[src/rtl/ring_sequencer_if.sv]
// ring_sequencer_if: control/status bundle between a host (bench or SoC)
// and the ring_sequencer. The host owns start/abort/target; the sequencer
// owns every status field.
interface ring_sequencer_if #(
  parameter int CNT_W = 16
);
  logic             start;
  logic             abort;
  logic [CNT_W-1:0] target;
  logic             busy;
  logic             done;
  logic             fault;
  logic [1:0]       fault_code;
  logic [CNT_W-1:0] osc_count;
  logic             last_value;

  modport master (
    output start, abort, target,
    input  busy, done, fault, fault_code, osc_count, last_value
  );

  modport slave (
    input  start, abort, target,
    output busy, done, fault, fault_code, osc_count, last_value
  );
endinterface

[src/rtl/ring_sequencer.sv]
// ring_sequencer: clocked supervisor for a self-timed two-rail NCL ring.
// Holds the ring in init, releases it, watches one ring link through a
// two-flop synchronizer plus a stability check, and counts NULL->DATA
// wavefronts. Stops on target, on a stall (timeout) or on an illegal 11 code.
// Optional feature macro: RING_AUTO_RESTART_EN -- a stall re-enters INIT up
// to three times before the sequencer gives up and reports the timeout.
module ring_sequencer #(
  parameter int INIT_CYCLES = 4,
  parameter int TIMEOUT     = 64,
  parameter int CNT_W       = 16
) (
  input  logic            clk,
  input  logic            init,
  input  logic [1:0]      link,
  output logic            ring_init,
  ring_sequencer_if.slave bus
);

  localparam int TMO_W = $clog2(TIMEOUT + 1);

  typedef enum logic [1:0] {S_IDLE, S_INIT, S_RUN, S_FAULT} state_t;

  localparam logic [1:0] C_NULL  = 2'b00;
  localparam logic [1:0] C_ILL   = 2'b11;
  localparam logic [1:0] F_NONE  = 2'b00;
  localparam logic [1:0] F_TMO   = 2'b01;
  localparam logic [1:0] F_ILL   = 2'b10;

  // Synchronizer and stability sample.
  logic [1:0]       r_sync1;
  logic [1:0]       r_sync2;
  logic [1:0]       r_prev;

  // FSM state and datapath registers.
  state_t           r_state;
  logic [1:0]       r_acc;
  logic [7:0]       r_init_cnt;
  logic [TMO_W-1:0] r_tmo;
  logic [CNT_W-1:0] r_target;
  logic [CNT_W-1:0] r_osc_count;
  logic             r_ring_init;
  logic             r_busy;
  logic             r_done;
  logic             r_fault;
  logic [1:0]       r_fault_code;
  logic             r_last_value;
`ifdef RING_AUTO_RESTART_EN
  logic [1:0]       r_retry;
`endif

  logic             w_change;
  logic             w_rise;
  logic             w_illegal;
  logic             w_hit;
  logic             w_tmo_exp;
  logic [CNT_W-1:0] w_cnt_inc;

  // Bring the asynchronous rails into the clk domain and keep one older sample.
  always_ff @(posedge clk) begin
    // NOTE: sequential state uses non-blocking assignments so every flop
    // samples the pre-edge value of its neighbours, giving a true shift chain.
    if (init) begin
      // NOTE: the synchronizer is reset too, so a stale pre-reset code can
      // never be accepted as the first link change of a run.
      r_sync1 <= C_NULL;
      r_sync2 <= C_NULL;
      r_prev  <= C_NULL;
    end else begin
      r_sync1 <= link;
      r_sync2 <= r_sync1;
      r_prev  <= r_sync2;
    end
  end

  // A code is accepted once it is seen twice in a row; only a difference
  // from the current accepted state is an event.
  assign w_change  = (r_sync2 == r_prev) && (r_sync2 != r_acc);
  assign w_illegal = w_change && (r_sync2 == C_ILL);
  assign w_rise    = w_change && (r_acc == C_NULL) &&
                     ((r_sync2 == 2'b01) || (r_sync2 == 2'b10));
  assign w_cnt_inc = (r_osc_count == '1) ? r_osc_count
                                         : r_osc_count + CNT_W'(1);
  assign w_hit     = (r_target != '0) && (w_cnt_inc == r_target);
  // The stall fires on the edge that completes TIMEOUT quiet cycles.
  assign w_tmo_exp = !w_change && (r_tmo == TMO_W'(TIMEOUT - 1));

  // Supervisor FSM with registered outputs; abort outranks every transition.
  always_ff @(posedge clk) begin
    if (init) begin
      r_state      <= S_IDLE;
      r_acc        <= C_NULL;
      r_init_cnt   <= '0;
      r_tmo        <= '0;
      r_target     <= '0;
      r_osc_count  <= '0;
      r_ring_init  <= 1'b1;
      r_busy       <= 1'b0;
      r_done       <= 1'b0;
      r_fault      <= 1'b0;
      r_fault_code <= F_NONE;
      r_last_value <= 1'b0;
`ifdef RING_AUTO_RESTART_EN
      r_retry      <= 2'd0;
`endif
    end else begin
      r_done <= 1'b0;
      if (w_change) r_acc <= r_sync2;

      if (bus.abort) begin
        r_state     <= S_IDLE;
        r_ring_init <= 1'b1;
        r_busy      <= 1'b0;
        r_fault     <= 1'b0;
      end else begin
        case (r_state)
          S_IDLE, S_FAULT: begin
            if (bus.start) begin
              r_state      <= S_INIT;
              r_target     <= bus.target;
              r_osc_count  <= '0;
              r_fault_code <= F_NONE;
              r_init_cnt   <= '0;
              r_ring_init  <= 1'b1;
              r_busy       <= 1'b1;
              r_fault      <= 1'b0;
`ifdef RING_AUTO_RESTART_EN
              r_retry      <= 2'd0;
`endif
            end
          end

          S_INIT: begin
            if (r_init_cnt == 8'(INIT_CYCLES - 1)) begin
              r_state     <= S_RUN;
              r_ring_init <= 1'b0;
              r_acc       <= C_NULL;
              r_tmo       <= '0;
            end else begin
              r_init_cnt <= r_init_cnt + 8'd1;
            end
          end

          S_RUN: begin
            if (w_rise) begin
              r_osc_count  <= w_cnt_inc;
              r_last_value <= r_sync2[1];
            end
            if (w_change) r_tmo <= '0;
            else          r_tmo <= r_tmo + TMO_W'(1);

            if (w_illegal) begin
              r_state      <= S_FAULT;
              r_fault_code <= F_ILL;
              r_ring_init  <= 1'b1;
              r_busy       <= 1'b0;
              r_fault      <= 1'b1;
            end else if (w_rise && w_hit) begin
              r_state     <= S_IDLE;
              r_done      <= 1'b1;
              r_ring_init <= 1'b1;
              r_busy      <= 1'b0;
            end else if (w_tmo_exp) begin
`ifdef RING_AUTO_RESTART_EN
              if (r_retry != 2'd3) begin
                r_retry     <= r_retry + 2'd1;
                r_osc_count <= '0;
                r_state     <= S_INIT;
                r_init_cnt  <= '0;
                r_ring_init <= 1'b1;
              end else begin
                r_state      <= S_FAULT;
                r_fault_code <= F_TMO;
                r_ring_init  <= 1'b1;
                r_busy       <= 1'b0;
                r_fault      <= 1'b1;
              end
`else
              r_state      <= S_FAULT;
              r_fault_code <= F_TMO;
              r_ring_init  <= 1'b1;
              r_busy       <= 1'b0;
              r_fault      <= 1'b1;
`endif
            end
          end
        endcase
      end
    end
  end

  assign ring_init      = r_ring_init;
  assign bus.busy       = r_busy;
  assign bus.done       = r_done;
  assign bus.fault      = r_fault;
  assign bus.fault_code = r_fault_code;
  assign bus.osc_count  = r_osc_count;
  assign bus.last_value = r_last_value;

endmodule

[src/flat_wrapper.sv]
// flat-port wrapper written by rule: the top's interface ports become plain ports
module ring_sequencer_flat 
#(
  parameter int INIT_CYCLES = 4,
  parameter int TIMEOUT     = 64,
  parameter int CNT_W       = 16
)
  (clk, init, link, ring_init, bus_start, bus_abort, bus_target, bus_busy, bus_done, bus_fault, bus_fault_code, bus_osc_count, bus_last_value);
  ring_sequencer_if #(.CNT_W(CNT_W)) bus_i ();
  input  logic clk;
  input  logic init;
  input  logic [1:0] link;
  output logic ring_init;
  input wire logic [$bits(bus_i.start)-1:0] bus_start;
  input wire logic [$bits(bus_i.abort)-1:0] bus_abort;
  input wire logic [$bits(bus_i.target)-1:0] bus_target;
  output wire logic [$bits(bus_i.busy)-1:0] bus_busy;
  output wire logic [$bits(bus_i.done)-1:0] bus_done;
  output wire logic [$bits(bus_i.fault)-1:0] bus_fault;
  output wire logic [$bits(bus_i.fault_code)-1:0] bus_fault_code;
  output wire logic [$bits(bus_i.osc_count)-1:0] bus_osc_count;
  output wire logic [$bits(bus_i.last_value)-1:0] bus_last_value;
  assign bus_i.start = bus_start;
  assign bus_i.abort = bus_abort;
  assign bus_i.target = bus_target;
  assign bus_busy = bus_i.busy;
  assign bus_done = bus_i.done;
  assign bus_fault = bus_i.fault;
  assign bus_fault_code = bus_i.fault_code;
  assign bus_osc_count = bus_i.osc_count;
  assign bus_last_value = bus_i.last_value;
  ring_sequencer #(.INIT_CYCLES(INIT_CYCLES), .TIMEOUT(TIMEOUT), .CNT_W(CNT_W)) u_core (.clk(clk), .init(init), .link(link), .ring_init(ring_init), .bus(bus_i));
endmodule
[config.mk]
export PLATFORM = sky130hd
export DESIGN_NAME = ring_sequencer_flat
export DESIGN_NICKNAME = d
export VERILOG_FILES = /design/src/rtl/ring_sequencer_if.sv /design/src/rtl/ring_sequencer.sv /design/src/flat_wrapper.sv
export SDC_FILE = /design/constraint.sdc
export NUM_CORES = 1
export LEC_CHECK = 0
export CORE_UTILIZATION = 55
export CTS_BUF_LIST = sky130_fd_sc_hd__clkbuf_2 sky130_fd_sc_hd__clkbuf_4 sky130_fd_sc_hd__clkbuf_8
export CTS_CLUSTER_DIAMETER = 80
export DETAILED_ROUTE_END_ITERATION = 8
export PLACE_DENSITY = 0.86
export SKIP_LAST_GASP = 1
export SLEW_MARGIN = 25
export SYNTH_ARGS = -nofsm -noshare
export SYNTH_HDL_FRONTEND = slang
export SYNTH_SLANG_ARGS = --single-unit
[constraint.sdc]
create_clock -name clk -period 7.9 [get_ports clk]
set_clock_uncertainty 0.15 [all_clocks]
set_input_delay 1.58 -clock clk [delete_from_list [all_inputs] [get_ports clk]]
set_output_delay 1.58 -clock clk [all_outputs]
set_load 0.05 [all_outputs]
# After elaboration in Yosys (flattened, before gate mapping)
# Cells that the tools add are included.
[totals] reg_bits=64 inputBits=22 elab_cells=106 output_inout_bits=23
[classes] n_addsub=3 eq_ne=19 bitwise_logic=2 muxes=40 n_reduce_logical=27
[op_table] op="$mux 16" count=3
[op_table] op="$pmux 16 s2" count=1
[op_table] op="$mux 2" count=13
[op_table] op="$add 16x1->16 const B" count=1
[op_table] op="$eq 16x16->1" count=1
[op_table] op="$eq 16x16->1 const B" count=1
[op_table] op="$mux 8" count=2
[op_table] op="$pmux 8 s2" count=1
[op_table] op="$reduce_bool 16->1" count=1
[op_table] op="$reduce_and 3->1" count=5
[op_table] op="$mux 7" count=2
[op_table] op="$pmux 7 s2" count=1
[op_table] op="$mux 1" count=12
[op_table] op="$reduce_and 4->1" count=3
[op_table] op="$add 8x1->8 const B" count=1
[op_table] op="$eq 2x2->1 const B" count=4
[op_table] op="$eq 8x2->1 const B" count=1
[op_table] op="$add 7x1->7 const B" count=1
[op_table] op="$eq 7x6->1 const B" count=1
[op_table] op="$logic_and 1x1->1" count=7
[op_table] op="$pmux 2 s3" count=1
[op_table] op="$reduce_bool 2->1" count=3
[op_table] op="$reduce_and 5->1" count=1
[op_table] op="$eq 2x1->1 const B" count=2
[op_table] op="other kinds (16)" count=22

# Longest topological paths before layout
[depth] depth_word=8 ltp_mapped=12 mapped_depth_nobuf=9

# Least setup slack after synthesis
# No wires, ideal clock.
[synth_timing] path_kind="flip-flop to flip-flop" startpoint="register u_core.r_osc_count[1], in the netlist u_core.bus.osc_count[1]" endpoint="register u_core.r_ring_init, in the netlist u_core.ring_init" slack_ns=4.464 arrival_time_ns=3.164 synth_period_minus_slack_ns=3.436 required_ns=7.628 stages_incl_launch_ff=13 path_buffers=3 setup_ns=0.122 path_cell_list="dfxtp_1 ha_1 buf_2 and3_1 buf_4 and4_1 buf_2 nor3_1 a2111oi_0 nand4_1 nor4_4 o21ai_1 a221o_1"
[synth_between] elab_chain_len=8 elab_cells_between_ends=11 classes_between="add/sub (1); eq/ne (3); mux (4); reduce/logical (3)"
[synth_rtl] element="start: declaration" line_no="ring_sequencer.sv:40" text="logic [CNT_W-1:0] r_osc_count;"
[synth_rtl] element="start signal: assignment" line_no="ring_sequencer.sv:145" text="r_osc_count <= w_cnt_inc;"
[synth_rtl] element="$add 16x1->16 or $eq 16x16->1 (tied branches)" line_no="ring_sequencer.sv:82, ring_sequencer.sv:81"
[synth_rtl] element="$mux 16 (*)" line_no="ring_sequencer.sv:81" text="assign w_cnt_inc = (r_osc_count == '1) ? r_osc_count"
[synth_rtl] element="$eq 16x16->1 (*)" line_no="ring_sequencer.sv:83" text="assign w_hit = (r_target != '0) && (w_cnt_inc == r_target);"
[synth_rtl] element="$logic_and 1x1->1 (*)" line_no="ring_sequencer.sv:83"
[synth_rtl] element="$logic_and 1x1->1 (*)" line_no="ring_sequencer.sv:157" text="end else if (w_rise && w_hit) begin"
[synth_rtl] element="$mux 1" line_no="ring_sequencer.sv:157"
[synth_rtl] element="$mux 1" line_no="ring_sequencer.sv:151" text="if (w_illegal) begin"
[synth_rtl] element="$pmux 1 s3" line_no="ring_sequencer.sv:115" text="case (r_state)"
[synth_rtl] element="end signal: assignment" line_no="ring_sequencer.sv:123" text="r_ring_init <= 1'b1;"
[synth_rtl] element="end signal: assignment" line_no="ring_sequencer.sv:154" text="r_ring_init <= 1'b1;"
[synth_rtl] element="end signal: assignment" line_no="ring_sequencer.sv:160" text="r_ring_init <= 1'b1;"
[synth_rtl] element="end: declaration" line_no="ring_sequencer.sv:41" text="logic r_ring_init;"
# Every way passes the cells marked *; elsewhere a longest branch is shown, timed or not.
# A chain may end at the register's enable or synchronous reset.

# Final worst setup path
[layout_timing] startpoint="register u_core.r_osc_count[0], in the netlist u_core.bus.osc_count[0]" endpoint="register u_core.r_ring_init, in the netlist u_core.ring_init"
# Same word-level chain as after synthesis.

==> flow_summary.json <==
{
  "status": "finished clean",
  "hp-class": "reg -> reg",
  "drtPass1Iterations": 5,
  "ys_seq_area_share_pct": 33.8,
  "placement.setup.worst_slack_ns": 3.73,
  "syn_avg_cell_area_um2": 7.84,
  "yosys_most_used_dff": "dfxtp_1",
  "drive_gt1_share_pct": 6.72,
  "grt_use_total_pct": 29.2,
  "area_delta_synth_final_pct": 16.9,
  "finalSetupViolCount": 0,
  "worstSetupStartpointType": "register",
  "antenna_found_initial": 0,
  "cts_resized": 0,
  "cts_hold_buf": 0,
  "place_hpwl_um": 7180,
  "tns_ns": 0,
  "die_x_um": 85.1,
  "drt-initial-drc-count": 328,
  "synth_edf_count": 0,
  "cp_cell_sequence": "ha_1 -> and3_1 -> and4_1 -> nor3_1 -> a2111oi_0 -> nand4_1 -> nor4_4 -> o21ai_1 -> a221o_1",
  "slowest_delay_ns": 0.56,
  "ios": 45,
  "combPwrFrac_pct": 9.8,
  "timing.rr.start": "u_core.bus.osc_count[0]$_SDFFE_PP0P_",
  "yosys_register_bits": 64,
  "synth.distinct_cells": 63,
  "async_flop_share_pct": 0,
  "vias_per_cell": 6.34,
  "crit_family": "simple AND/OR/NAND/NOR gates",
  "fin_hold_ws_ns": 0.282,
  "p_sw_uw": 166,
  "seq_power_share_pct": 48.4,
  "dieArea_mm2": 0.00724,
  "placed_cells": 582,
  "power_density_mw_per_mm2": 156,
  "slew_violations": 0,
  "setup_ws_ns": 3.85,
  "yosysWarnings": 0,
  "worstMarginPinSlew_ns": 0.734,
  "grt_pass1_vias": 3515,
  "start_util_pct": 58.4,
  "slew_headroom_pct": 50.7,
  "cts-htree-levels": 3,
  "post_cts_buffers": 0,
  "syn_area_mm2": 0.00379,
  "synth_area_leaders": "dfxtp_1 34%, nand2_1 6.7%, a21oi_1 6.6%, nor2_1 3.3%, xor2_1 3.2%",
  "internal-power_uw": 528,
  "slowest_stage": "and4_1",
  "worstPathRequired_ns": 7.99,
  "yosysTopAreaCell": "dfxtp_1",
  "endpoint_kind": "register",
  "crit_fanout": 12,
  "yosysMostFrequentCell": "nand2_1",
  "rows": 29,
  "clock_latency_ns": 0.35,
  "cts_tree": "built",
  "drc": 0,
  "wl_per_cell_um": 17.0,
  "synth_common_cells": "68 x nand2_1, 64 x dfxtp_1, 50 x a21oi_1",
  "fin_crit_sh_pct": 51.3,
  "syn_inst": 484,
  "cts_max_path_buffers": 2,
  "cts.sinks": 64,
  "p_leak_nw": 1.60,
  "synth_top_area_share_pct": 33.8,
  "rsz0062_at_grt": "no",
  "ant_nets": 0,
  "clkTransAtPathRegs_ns": 0.07,
  "cp_num_buf_inv": 0,
  "swShare_pct": 24.0,
  "final_hold_viol_count": 0,
  "cts_root_buf": "clkbuf_8",
  "min_period_ns": 4.05,
  "critPathKind": "reg -> reg",
  "drt_wl_total_um": 10100,
  "max-cap-violations": 0,
  "die_h_um": 85.1,
  "power_frac_clock_pct": 41.7,
  "vdd_drop_max_uv": 134,
  "grt_pass1_wl_um": 16600,
  "fin_cells": 598,
  "place_congestion": 0.935,
  "fp.coreArea_mm2": 0.00649,
  "overflow": 0,
  "numCtsBuffers": 9,
  "grt_max_degree": 49,
  "arrival_ns": 4.14,
  "portBuffers": 44,
  "hp-start": "u_core.r_sync1[0]$_SDFF_PP0_",
  "vias": 3790,
  "worstSetupStartpoint": "u_core.bus.osc_count[0]$_SDFFE_PP0P_",
  "synth_nets": 512,
  "nNetsFinal": 544,
  "antennaDiodeCount": 0,
  "fmax_mhz": 247
}
-- stage by stage --
stage | total power [mW] | cell area [µm²] | utilization (%)
3_5_place_dp | 0.410 | 4230 | 65.1
4_1_cts | 0.697 | 4440 | 68.3
3_3_place_gp | 0.408 | 4230 | 65.1
5_1_grt | 0.722 | 4440 | 68.3
2_1_floorplan | 0.386 | 3790 | -
6_report | 0.694 | 4440 | 68.3
-- flip-flops by register name (all words and copies together), names as in the netlist, 2 cells and up --
register	flops
u_core.bus.osc_count	16
u_core.r_target	16
u_core.r_init_cnt	8
u_core.r_tmo	7
u_core.bus.fault_code	2
u_core.r_acc	2
u_core.r_prev	2
u_core.r_state	2
u_core.r_sync1	2
u_core.r_sync2	2
-- worst register-to-register path, stage by stage, from the launching register on --
cell,delay (ns)
dfxtp_1,0.55
ha_1,0.45
and3_1,0.46
and4_1,0.57
nor3_1,0.16
a2111oi_0,0.39
nand4_1,0.28
nor4_4,0.42
o21ai_1,0.15
a221o_1,0.37
-- power by group through the flow --
stage               clock network, mW  registers [mW]  logic [mW]
floorplan                           0           0.343      0.0431
finish                          0.289           0.336      0.0682
global placement                    0           0.343      0.0650
global route                    0.311           0.337      0.0745
CTS                             0.294           0.336      0.0673
detailed placement                  0           0.343      0.0665
-- final timing paths --
| path | endpoint | slack (ns) | depth (start not counted) |
|---|---|---|---|
| worst min-delay path | u_core.r_sync2[0]$_SDFF_PP0_ | 0.28 | 1 |
| worst max-delay path | u_core.ring_init$_SDFFE_PP1P_ | 3.85 | 9 |
| worst min register to register | u_core.r_sync2[0]$_SDFF_PP0_ | 0.28 | 1 |
| worst max register to register | u_core.ring_init$_SDFFE_PP1P_ | 3.85 | 9 |
-- layer usage --
metal,vias up,global-route usage [%],share of wire (%)
met5,-,0,0
met1,1766,36.2,43
met2,167,49.1,47
li1,1834,-,-
met3,23,6.91,7.8
met4,0,11.6,2.1
-- placed cells by master, fill, tap and decap left out, types with 9 or more instances in the layout --
| cell | n |
|---|---|
| and4_1 | 10 |
| clkbuf_8 | 11 |
| nor3_1 | 15 |
| nor4_1 | 14 |
| o21ai_0 | 23 |
| nand2_1 | 68 |
| nor2_1 | 33 |
| and3_1 | 9 |
| dfxtp_1 | 64 |
| nand3_1 | 24 |
| inv_1 | 11 |
| a21oi_1 | 50 |
| xnor2_1 | 11 |
| nand4_1 | 11 |
| xor2_1 | 14 |
| clkdlybuf4s50_1 | 44 |
-- kinds of logic (layout without fill, tap and decap cells) --
kind of cell               count (synthesis)  in the layout  synth area share [%]
DFF                                       64             64                  33.8
adders and majority gates                  6              6                  1.98
buffers and inverters                     36             73                  4.15
xor gates and xnor gates                  25             25                  5.77
and+or+nand+nor                          228            228                  32.8
AOI/OAI and AO/OA                        117            117                  19.4
muxes                                      8              8                  2.11
-- layout make-up --
type	count	area [µm²]
inverter	11	41.3
timing repair buffer	46	455
tap	77	96.3
clock buffer	13	166
multi-input combinational	384	2360
fill	549	2060
clock inverter	3	40.0
sequential	64	1280
Power figures use the tool's default switching activity.
